File: src/rtl/bbfifo_pkg.sv
// Shared constants and helpers for the parametrised UART byte FIFO family.
// Default geometry matches the UART rx/tx buffer instances.
package bbfifo_pkg;

  localparam int UART_WIDTH = 8;
  localparam int UART_DEPTH = 16;

  // Ceiling log2 for constant elaboration; returns 1 for value == 2.
  function automatic int clog2(input int value);
    int result;
    int v;
    result = 0;
    v      = value - 1;
    while (v > 0) begin
      result = result + 1;
      v      = v >> 1;
    end
    return result;
  endfunction

endpackage

File: src/rtl/bbfifo_param_mem.sv
// WIDTH x DEPTH register array: async-cleared, one write port, combinational
// read mux. Successor of the fixed 16x8 UART buffer memory.
module bbfifo_param_mem
  import bbfifo_pkg::*;
#(
  parameter int  WIDTH = UART_WIDTH,
  parameter int  DEPTH = UART_DEPTH,
  localparam int AW    = clog2(DEPTH)
) (
  input  logic             clk,
  input  logic             rst_n,
  input  logic             i_wr_en,
  input  logic [AW-1:0]    i_wr_addr,
  input  logic [WIDTH-1:0] i_wr_data,
  input  logic [AW-1:0]    i_rd_addr,
  output logic [WIDTH-1:0] o_rd_data
);

  logic [WIDTH-1:0] r_mem [DEPTH];

  // NOTE: the array is cleared on reset so rd_data reads 0 from an empty
  // FIFO; this forces flops rather than RAM macros, acceptable at these depths.
  always_ff @(posedge clk or negedge rst_n) begin
    if (!rst_n) begin
      for (int i = 0; i < DEPTH; i++) begin
        r_mem[i] <= '0;
      end
    end else if (i_wr_en) begin
      r_mem[i_wr_addr] <= i_wr_data;
    end
  end

  assign o_rd_data = r_mem[i_rd_addr];

endmodule

File: src/rtl/bbfifo_param.sv
// Parametrised first-word-fall-through FIFO with level count, almost
// thresholds, sticky overflow/underflow flags and synchronous flush.
module bbfifo_param
  import bbfifo_pkg::*;
#(
  parameter int  WIDTH    = UART_WIDTH,
  parameter int  DEPTH    = UART_DEPTH,
  parameter int  AF_LEVEL = DEPTH - 2,
  parameter int  AE_LEVEL = 2,
  localparam int AW       = clog2(DEPTH)
) (
  input  logic             clk,
  input  logic             rst_n,
  input  logic             flush_i,
  input  logic             wr_en_i,
  input  logic [WIDTH-1:0] wr_data_i,
  input  logic             rd_en_i,
  output logic [WIDTH-1:0] rd_data_o,
  output logic             full_o,
  output logic             empty_o,
  output logic             almost_full_o,
  output logic             almost_empty_o,
  output logic [AW:0]      level_o,
  output logic             overflow_o,
  output logic             underflow_o,
  input  logic             clr_flags_i
);

  localparam logic [AW:0] LVL_FULL = (AW+1)'(DEPTH);
  localparam logic [AW:0] LVL_AF   = (AW+1)'(AF_LEVEL);
  localparam logic [AW:0] LVL_AE   = (AW+1)'(AE_LEVEL);
  localparam logic [AW:0] LVL_ONE  = (AW+1)'(1);
  localparam logic [AW-1:0] PTR_ONE = AW'(1);

  logic [AW-1:0] r_wr_ptr;
  logic [AW-1:0] r_rd_ptr;
  logic [AW:0]   r_level;
  logic          r_overflow;
  logic          r_underflow;

  logic          w_full;
  logic          w_empty;
  logic          w_wr_ok;
  logic          w_rd_ok;
  logic [AW:0]   w_level_next;

  assign w_full  = (r_level == LVL_FULL);
  assign w_empty = (r_level == '0);

  // Flush suppresses the write so storage stays untouched that cycle.
  assign w_wr_ok = wr_en_i & ~w_full & ~flush_i;
  assign w_rd_ok = rd_en_i & ~w_empty;

  // NOTE: every path assigns w_level_next via the leading default, so no
  // latch is inferred even though the case has no-change arms.
  always_comb begin
    w_level_next = r_level;
    case ({w_wr_ok, w_rd_ok})
      2'b10:   w_level_next = r_level + LVL_ONE;
      2'b01:   w_level_next = r_level - LVL_ONE;
      default: w_level_next = r_level;
    endcase
  end

  // NOTE: sequential state uses non-blocking assignments only, so every
  // register samples pre-edge values regardless of statement order.
  always_ff @(posedge clk or negedge rst_n) begin
    if (!rst_n) begin
      r_wr_ptr    <= '0;
      r_rd_ptr    <= '0;
      r_level     <= '0;
      r_overflow  <= 1'b0;
      r_underflow <= 1'b0;
    end else if (flush_i) begin
      r_wr_ptr    <= '0;
      r_rd_ptr    <= '0;
      r_level     <= '0;
      r_overflow  <= 1'b0;
      r_underflow <= 1'b0;
    end else begin
      if (w_wr_ok) r_wr_ptr <= r_wr_ptr + PTR_ONE;
      if (w_rd_ok) r_rd_ptr <= r_rd_ptr + PTR_ONE;
      r_level <= w_level_next;

      // Setting a sticky flag wins over a same-cycle clear.
      if (wr_en_i && w_full)  r_overflow <= 1'b1;
      else if (clr_flags_i)   r_overflow <= 1'b0;

      if (rd_en_i && w_empty) r_underflow <= 1'b1;
      else if (clr_flags_i)   r_underflow <= 1'b0;
    end
  end

  bbfifo_param_mem #(
    .WIDTH (WIDTH),
    .DEPTH (DEPTH)
  ) u_mem (
    .clk       (clk),
    .rst_n     (rst_n),
    .i_wr_en   (w_wr_ok),
    .i_wr_addr (r_wr_ptr),
    .i_wr_data (wr_data_i),
    .i_rd_addr (r_rd_ptr),
    .o_rd_data (rd_data_o)
  );

  assign full_o         = w_full;
  assign empty_o        = w_empty;
  assign almost_full_o  = (r_level >= LVL_AF);
  assign almost_empty_o = (r_level <= LVL_AE);
  assign level_o        = r_level;
  assign overflow_o     = r_overflow;
  assign underflow_o    = r_underflow;

endmodule
File: config.mk
export PLATFORM = sky130hd
export DESIGN_NAME = bbfifo_param
export DESIGN_NICKNAME = d
export VERILOG_FILES = /design/src/rtl/bbfifo_pkg.sv /design/src/rtl/bbfifo_param_mem.sv /design/src/rtl/bbfifo_param.sv
export SDC_FILE = /design/constraint.sdc
export NUM_CORES = 1
export LEC_CHECK = 0
export CAP_MARGIN = 20
export CELL_PAD_IN_SITES_DETAIL_PLACEMENT = 0
export CELL_PAD_IN_SITES_GLOBAL_PLACEMENT = 2
export CORE_MARGIN = 2
export CORE_UTILIZATION = 44
export DETAILED_ROUTE_END_ITERATION = 6
export PLACE_DENSITY = 0.9
export SYNTH_ARGS = -nofsm -noshare
export SYNTH_HDL_FRONTEND = slang
export SYNTH_HIERARCHICAL = 1
export SYNTH_SLANG_ARGS = --single-unit
export TNS_END_PERCENT = 20
File: constraint.sdc
create_clock -name clk -period 3.58 [get_ports clk]
set_clock_uncertainty 0.2 [all_clocks]
set_input_delay 0.537 -clock clk [delete_from_list [all_inputs] [get_ports clk]]
set_output_delay 0.537 -clock clk [all_outputs]
set_load 0.1 [all_outputs]
Word-level counts from Yosys, hierarchy flattened
Index checks and enable logic that the tools add are counted.
{"block": "word_totals", "elab_cells": 67, "inputBits": 14, "ff_bits": 143}
{"block": "classes", "n_reduce_logical": 9, "eq_ne": 3, "n_addsub": 4, "n_mux": 17, "order_cmp": 5, "bitwise": 8}
{"op": "128-bit bitwise mux", "count": 1}
{"op": "8-bit binary-select mux with 4-bit select", "count": 1}
{"op": "8-bit demux with 4-bit select", "count": 1}
{"op": "8-bit 2-to-1 mux", "count": 3}
{"op": "4-bit 2-to-1 mux", "count": 4}
{"op": "5-bit >= comparator (second input constant)", "count": 2}
{"op": "4-bit NOT with 5-bit output", "count": 2}
{"op": "5-bit case mux with 2 select lines", "count": 1}
{"op": "3-bit nonzero test", "count": 3}
{"op": "4-bit by 1-bit adder with 4-bit output (second input constant)", "count": 2}
{"op": "5-bit by 1-bit adder with 5-bit output (second input constant)", "count": 1}
{"op": "5-bit == test (second input constant)", "count": 1}
{"op": "5-bit by 4-bit >= comparator with 1-bit output (second input constant)", "count": 1}
{"op": "5-bit by 2-bit less-or-equal comparator with 1-bit output (second input constant)", "count": 1}
{"op": "5-bit logical NOT", "count": 1}
{"op": "5-bit by 1-bit less-than comparator with 1-bit output (second input constant)", "count": 1}
{"op": "1-bit 2-to-1 mux", "count": 5}
{"op": "5-bit 2-to-1 mux", "count": 1}
{"op": "5-bit by 1-bit subtractor with 5-bit output (second input constant)", "count": 1}
{"op": "2-bit nonzero test", "count": 2}
{"op": "1-bit bitwise AND", "count": 3}
{"op": "1-bit logical AND", "count": 3}
{"op": "1-bit NOT", "count": 3}
{"op": "2-bit by 1-bit == test with 1-bit output (second input constant)", "count": 1}
{"op": "2-bit == test (second input constant)", "count": 1}

Depth between registers and ports, before layout
Gate-level depths: netlist (run 1).
{"block": "depth", "ltp_word": 7, "ltp_mapped": 10, "mapped_depth_nobuf": 9}

Hierarchy
Netlist (run 1), hierarchy kept.
{"mod": "bbfifo_param_mem", "area_per_inst_um2": 5800.6, "seq_area_each_um2": 3203.1, "instances": 1, "cells_per_inst": 364}
{"mod": "bbfifo_param", "area_per_inst_um2": 930.9, "seq_area_each_um2": 375.4, "instances": 1, "cells_per_inst": 100}

Worst setup path before layout (run 1)
OpenSTA, ideal clock, no wires.
{"block": "synth_timing", "kind": "register -> output", "from": "register r_level[2] (netlist: level_o[2])", "to": "output almost_empty_o", "required_time_ps": 2843, "stages_incl_launch_ff": 3, "setup_slack_ps": -2913, "arrival_ps": 5756, "n_path_buf": 1, "path_cell_list": "dfrtp_1 -> buf_2 -> a2111oi_0"}
{"block": "synth_between", "elab_chain_cells": 1}
{"item": "start: declaration", "line": "bbfifo_param.sv:37", "text": "logic [AW:0] r_level;"}
{"item": "start signal: assignment", "line": "bbfifo_param.sv:83", "text": "r_level <= w_level_next;"}
{"item": "5-bit by 2-bit less-or-equal comparator with 1-bit output", "line": "bbfifo_param.sv:110", "text": "assign almost_empty_o = (r_level <= LVL_AE);"}
{"item": "end: declaration", "line": "bbfifo_param.sv:22", "text": "output logic almost_empty_o,"}
Every way passes these cells.

Worst setup path in the final report (run 1)
{"block": "layout_timing", "from": "register r_rd_ptr[0]", "to": "output rd_data_o[2]"}
{"block": "layout_between", "elab_chain_cells": 4}
{"item": "start: declaration", "line": "bbfifo_param.sv:36", "text": "logic [AW-1:0] r_rd_ptr;"}
{"item": "start signal: assignment", "line": "bbfifo_param.sv:82", "text": "if (w_rd_ok) r_rd_ptr <= r_rd_ptr + PTR_ONE;"}
{"item": "4-bit NOT with 5-bit output (implied by the code)", "line": "bbfifo_param_mem.sv:33", "text": "assign o_rd_data = r_mem[i_rd_addr];"}
{"item": "8-bit binary-select mux with 4-bit select", "line": "bbfifo_param_mem.sv:33"}
{"item": "8-bit 2-to-1 mux (implied by the code) (2 in a row)", "line": "bbfifo_param_mem.sv:33"}
{"item": "end: declaration", "line": "bbfifo_param.sv:18", "text": "output logic [WIDTH-1:0] rd_data_o,"}
Every way passes these cells. The select of a mux whose other input is x is not followed.

==> summary.txt, run 1 <==
GRT
  – GRT Overall Usage: 0.194
  – Pin count of the biggest net entering global routing: between 70 and 80
  – Number of global-route vias before repair: between 4000 and 5000
  – Grt ovf: 0
  – Global-route wire length before repair: about 24000 um
  – Initial antenna violation count: 0

CTS
  – Postcts setup bufs: 0
  – Clock transition at path regs: approximately 50 ps
  – CTS tree: yes
  – Clock Tree Buf Depth: 2
  – Clock sink count: 143
  – TritonCTS buffer count: 17
  – Latest clock arrival within the worst-skew pair: between 400 and 500 ps
  – H-tree depth: 4
  – CTS Root Buffer Type: clkbuf_16

Worst setup path
  – Reg2Reg Launch Point: level_o[0]
  – Worst Setup SP: r_rd_ptr[0]
  – Crit path required time: between 2000 and 3000 ps
  – Worst EP arrival: approximately 2600 ps
  – RR Endpoint: level_o[4]
  – Setup crit start kind: flip-flop
  – Maximum fanout along the worst path: 15
  – R2r setup slk: 450 ps
  – Worst setup EP type: output pin
  – Worst r2r path cells: 9
  – Crit path kind: reg2out
  – Worst setup path end: rd_data_o[2]

Yosys
  – Async set-reset flop share out of synthesis: 1.00
  – Synth Instances: 464
  – Synthesized area per cell: between 10 and 15 sq um
  – Count of unique library cells instantiated by Yosys: between 40 and 50
  – EDFF count, synth: 0
  – Post-synthesis register bit count: approximately 140
  – Top FF cell, synth: dfrtp_1
  – Seq/Total Area, Yosys: 0.532
  – Syn nets: about 480
  – Mapped Area: 6730 sq um
  – Yosys warns: 6

Power and ir drop
  – Pwr Density: about 800 nW/um^2
  – P_leak: about 3.6 nW
  – Max IR drop VDD: approximately 1.1 mV

STA
  – Worst slew margin: 0.351
  – Worst slew pin tran: between 900 and 1000 ps
  – Crit share post-route: 0.929
  – RSZ-0062 raised after global routing: false
  – Slew Viols, Final: 0
  – WHS: between 300 and 400 ps
  – Final worst setup slack: between 200 and 300 ps
  – Hold Vio Cnt, Final: 0
  – Tmin final: approximately 3300 ps
  – Final setup violation count: 0
  – F_max: ~0.3 GHz

Floorplan
  – Die Wd: between 100 and 150 um
  – # rows: 45
  – Initial core utilization: 0.446
  – I/O pin total: 33
  – Die area: ~16000 sq um
  – Core ar.: about 15000 sq um
  – Die Ht: 128 um

Route
  – WL/cell: just over 20 um
  – Final wirelength: about 14000 um
  – DRT iter0 DRCs: roughly 190
  – DRC: 0
  – Total number of vias: 4037
  – DR pass1 iterations: 4
  – Remaining antenna violation count: 0
  – Vias/cell: between 5 and 6

Final layout
  – Fillers: 1261
  – # nets final: around 520
  – Register area: between 3000 and 4000 sq um
  – Diodes inserted: 0
  – Layout cells sized above 1: 0.474
  – Syn-to-layout area delta: 17.3%
  – Multi-input gate area: around 3000 sq um

Flow run
  – Max_cap viols: 0

Status
  – Status: finished clean

Place
  – Port buffer count: 32
  – DP Wirelength: just over 9000 um
  – Dpl ws: roughly 440 ps
  – Routability cong.: between 0.7 and 0.8

Worst hold path
  – Class of the worst hold path: reg2reg
-- per-layer routing --
layer | track usage | up-vias | routed length (um)
met1 | 0.266 | 2144 | 6660
met4 | 0.0640 | 0 | 183
met3 | 0.0434 | 15 | 555
met2 | 0.310 | 88 | 7050
met5 | 0 | - | 0
li1 | - | 1790 | -
-- logic make-up (layout without fill, tap and decap cells) --
family	after synthesis	in the layout	synth area share
AOI/OAI and AO/OA	38	38	0.0424
muxes	161	161	0.323
buffers and inverters	33	80	0.0227
DFF	143	143	0.532
adders and majority gates	4	4	0.00744
and+or+nand+nor	77	77	0.0628
xor gates and xnor gates	8	8	0.0104
-- repair_timing --
action                                 in CTS  in global routing
endpoints found under the hold margin      68                  0
hold buffers                                1                  0
resized for setup                           0                  0
-- worst max-delay path, stage by stage (launching register included) --
cell and delay, ps:
dfrtp_2 710, buf_4 310, mux4_2 510, a22oi_1 270, nand2_1 170, buf_12 190
-- sequential cells by signal (all words and copies together), names as in the netlist --
register	flops
r_wr_ptr	4
overflow_o	1
level_o	5
r_rd_ptr	4
u_mem/r_mem	128
underflow_o	1
-- synthesized netlist by cell type (all sizes together) (5+ instances only) --
| master | instances | area [sq um] |
|---|---|---|
| a21oi | 5 | 28.8 |
| nand2 | 19 | 73.8 |
| nor2 | 26 | 123 |
| xor2 | 5 | 43.8 |
| mux2 | 128 | 1440 |
| nand2b | 5 | 31.3 |
| nand3 | 6 | 30.0 |
| a22oi | 20 | 150 |
| clkbuf | 14 | 52.6 |
| mux4 | 32 | 721 |
| buf | 15 | 85.1 |
| dfrtp | 143 | 3580 |
-- area by class of cell --
class,instances,area share
clock buffers,23,0.0631
flip-flops and latches,143,0.453
repair buffers,44,0.0629
well taps,188,0.0298
clock inverters,9,0.00729
inverters,4,0.00190
multi-input cells,288,0.382
-- stage by stage --
step | util | TNS, ps | cell area [sq um] | std cells | power, mW
after global routing | 0.523 | 0 | 7900 | 699 | 6.59
final | 0.523 | 0 | 7900 | 699 | 6.33
after detailed placement | 0.486 | 0 | 7330 | 666 | 4.71
after global placement | 0.486 | 0 | 7330 | 666 | 4.68
after CTS | 0.523 | 0 | 7900 | 699 | 6.37
after floorplan | - | -133 | 6750 | 464 | 3.91
-- worst min-delay path by stage --
stage | depth (start not counted) | slack, ps | start | endpoint
floorplan | 0 | 40 | rst_n | level_o[0]
global placement | 1 | 270 | u_mem/r_mem[14] | u_mem/r_mem[14]
detailed placement | 1 | 290 | u_mem/r_mem[14] | u_mem/r_mem[14]
CTS | 1 | 300 | u_mem/r_mem[14] | u_mem/r_mem[14]
global route | 1 | 310 | u_mem/r_mem[73] | u_mem/r_mem[73]
finish | 1 | 300 | u_mem/r_mem[7] | u_mem/r_mem[7]
-- power breakdown --
group,internal [mW],switching [mW]
Sequential,1.84,0.219
Clock,0.974,0.671
Combinational,0.999,1.62
Total,3.82,2.51
-- cells in the final DEF (no fill, tap or decap), types with 5 or more instances in the layout --
cell type and instances:
clkdlybuf4s50_1 14, a22oi_1 20, clkbuf_8 5, nor2_2 10
xor2_1 5, dfrtp_1 142, mux2_2 127, nand2_1 18
clkbuf_16 17, nand3_1 6, clkinv_2 5, buf_4 18
nand2b_1 5, nor2_1 15, buf_12 10, mux4_2 32
Power figures use the tool's default switching activity.
==> run 2, diff against run 1 <==
--- a/config.mk
+++ b/config.mk
@@ -11,6 +11,7 @@
 export CORE_MARGIN = 2
 export CORE_UTILIZATION = 44
 export DETAILED_ROUTE_END_ITERATION = 6
+export GPL_TIMING_DRIVEN = 0
 export PLACE_DENSITY = 0.9
 export SYNTH_ARGS = -nofsm -noshare
 export SYNTH_HDL_FRONTEND = slang
==> summary.txt, run 2 (synthesized netlist as in run 1, its figures left out) <==
Floorplan
  – # rows: 45
  – I/O pin total: 33
  – Core ar.: about 15000 sq um
  – Initial core utilization: 0.446
  – Die area: between 15000 and 20000 sq um
  – Die Ht: ~130 um
  – Die Wd: around 130 um

Route
  – DR WL met3: roughly 380 um
  – DRT iter0 DRCs: around 210
  – Top sig layer: met4
  – Remaining antenna violation count: 0
  – DR WL met2: between 7000 and 8000 um
  – Final wirelength: around 15000 um
  – M1 WL: 7210 um
  – DR pass1 iterations: 4
  – Vias/cell: between 5 and 6
  – Total number of vias: roughly 4000
  – WL/cell: ~21 um
  – DRC: 0

STA
  – Crit share post-route: 1.00
  – RSZ-0062 raised after global routing: true
  – F_max: around 0.28 GHz
  – Tmin final: 3590 ps
  – Slew Viols, Final: 0
  – Final setup violation count: 1
  – Worst slew pin tran: roughly 980 ps
  – Hold Vio Cnt, Final: 0
  – Final worst setup slack: -5.76 ps
  – Worst slew margin: 0.347

Final layout
  – Max FFs per register: approximately 130
  – # nets final: around 530
  – Most frequent cells in the layout: 143 x dfrtp_1, 127 x mux2_2, 32 x mux4_2
  – Layout cells sized above 1: 0.443
  – Largest register by flop count: u_mem/r_mem
  – Diodes inserted: 0
  – Final Cell Area: 7960 sq um
  – Commonest non-fill, non-tap cell in the layout: dfrtp_1
  – Syn-to-layout area delta: 18.2%

CTS
  – CTS Root Buffer Type: clkbuf_16
  – Latest clock arrival within the worst-skew pair: 430 ps
  – Clock transition at path regs: 60 ps
  – Clock sink count: between 100 and 150
  – CTS tree: yes
  – TritonCTS buffer count: 17
  – H-tree depth: 4
  – Postcts setup bufs: 0
  – Clock Tree Buf Depth: 2

Status
  – Violated checks: negative setup slack
  – Status: finished with violations

Power and ir drop
  – Clock Power Share: 0.294
  – P_int: between 3 and 4 mW
  – Net switching power figure: between 2 and 2.5 mW
  – Logic pwr share: 0.388
  – P_leak: between 3 and 4 nW
  – Max IR drop VDD: between 0.5 and 0.6 mV
  – Total power draw: between 6 and 7 mW
  – Sequential power share: 0.318
  – Sw Ratio: 0.390
  – Pwr Density: a little under 800 nW/um^2

Place
  – Dpl ws: -264 ps
  – Port buffer count: 30
  – Placed inst area: 7310 sq um
  – DP Wirelength: between 9000 and 10000 um
  – Routability cong.: 0.768

Worst setup path
  – Maximum fanout along the worst path: 10
  – Worst setup EP type: output pin
  – Worst EP arrival: 2850 ps
  – Setup crit start kind: flip-flop
  – Crit path required time: roughly 2800 ps
  – Crit path kind: reg2out

GRT
  – Grt ovf: 0
  – GRT Overall Usage: 0.203
  – Number of global-route vias before repair: roughly 4400
  – Initial antenna violation count: 0
  – Global-route wire length before repair: 24500 um
  – Pin count of the biggest net entering global routing: 92

Worst hold path
  – Class of the worst hold path: reg2reg

Flow run
  – Max_cap viols: 0
==> run 2: layout make-up <==
class | count | area (sq um)
Timing Repair Buffer | 32 | 342
Clock inverter | 10 | 160
Tap cell | 188 | 235
Buffer | 29 | 150
Sequential cell | 143 | 3580
Fill cell | 1278 | 7130
Multi-Input combinational cell | 288 | 3010
Clock buffer | 22 | 464
Inverter | 4 | 15.0
==> run 2: repair_timing <==
item,4_1_cts,5_1_grt
endpoints found under the setup margin,9,8
endpoints found under the hold margin,52,0
hold buffers,1,0
resized for setup,26,3
==> run 2: path summary, 6_finish.rpt <==
kind | start | slack, ps | depth (start not counted) | endpoint
worst max-delay path | r_rd_ptr[0] | -6 | 6 | rd_data_o[1]
worst min-delay path | u_mem/r_mem[10] | 300 | 1 | u_mem/r_mem[10]
worst max register to register | level_o[1] | 440 | 10 | level_o[4]
worst min register to register | u_mem/r_mem[10] | 300 | 1 | u_mem/r_mem[10]
max in group asynchronous | rst_n | 1940 | 3 | u_mem/r_mem[22]
min in group asynchronous | rst_n | 430 | 2 | u_mem/r_mem[74]
==> run 2: metrics by stage <==
stage / utilization / setup TNS (ps) / hold slack (ps) / cells
final: 0.527 / -5.76 / 301 / 716
after global routing: 0.527 / -485 / 312 / 716
after detailed placement: 0.484 / -1330 / 289 / 683
after floorplan: - / -133 / 41.4 / 464
after global placement: 0.483 / -513340 / 265 / 682
after CTS: 0.528 / -121 / 303 / 716
==> run 2: critical path: stages, from the launching register on <==
cell             delay (ps)
dfrtp_1                 400
buf_2                   210
buf_4                   310
mux4_2                  540
a22oi_1                 350
nand2_1                 130
clkdlybuf4s15_2         480
==> run 2: routing by layer <==
layer | GRT usage | vias to the layer above
met2 | 0.320 | 52
met5 | 0 | -
met1 | 0.280 | 2197
li1 | - | 1833
met3 | 0.0426 | 20
met4 | 0.0737 | 0
==> run 2: power groups by stage <==
stage / clock (mW) / sequential, mW / combinational [mW]
floorplan: 0 / 2.16 / 1.75
global placement: 0 / 2.01 / 2.46
detailed placement: 0 / 2.03 / 2.50
CTS: 1.88 / 2.00 / 2.47
global route: 1.96 / 2.04 / 2.58
finish: 1.85 / 2.00 / 2.45
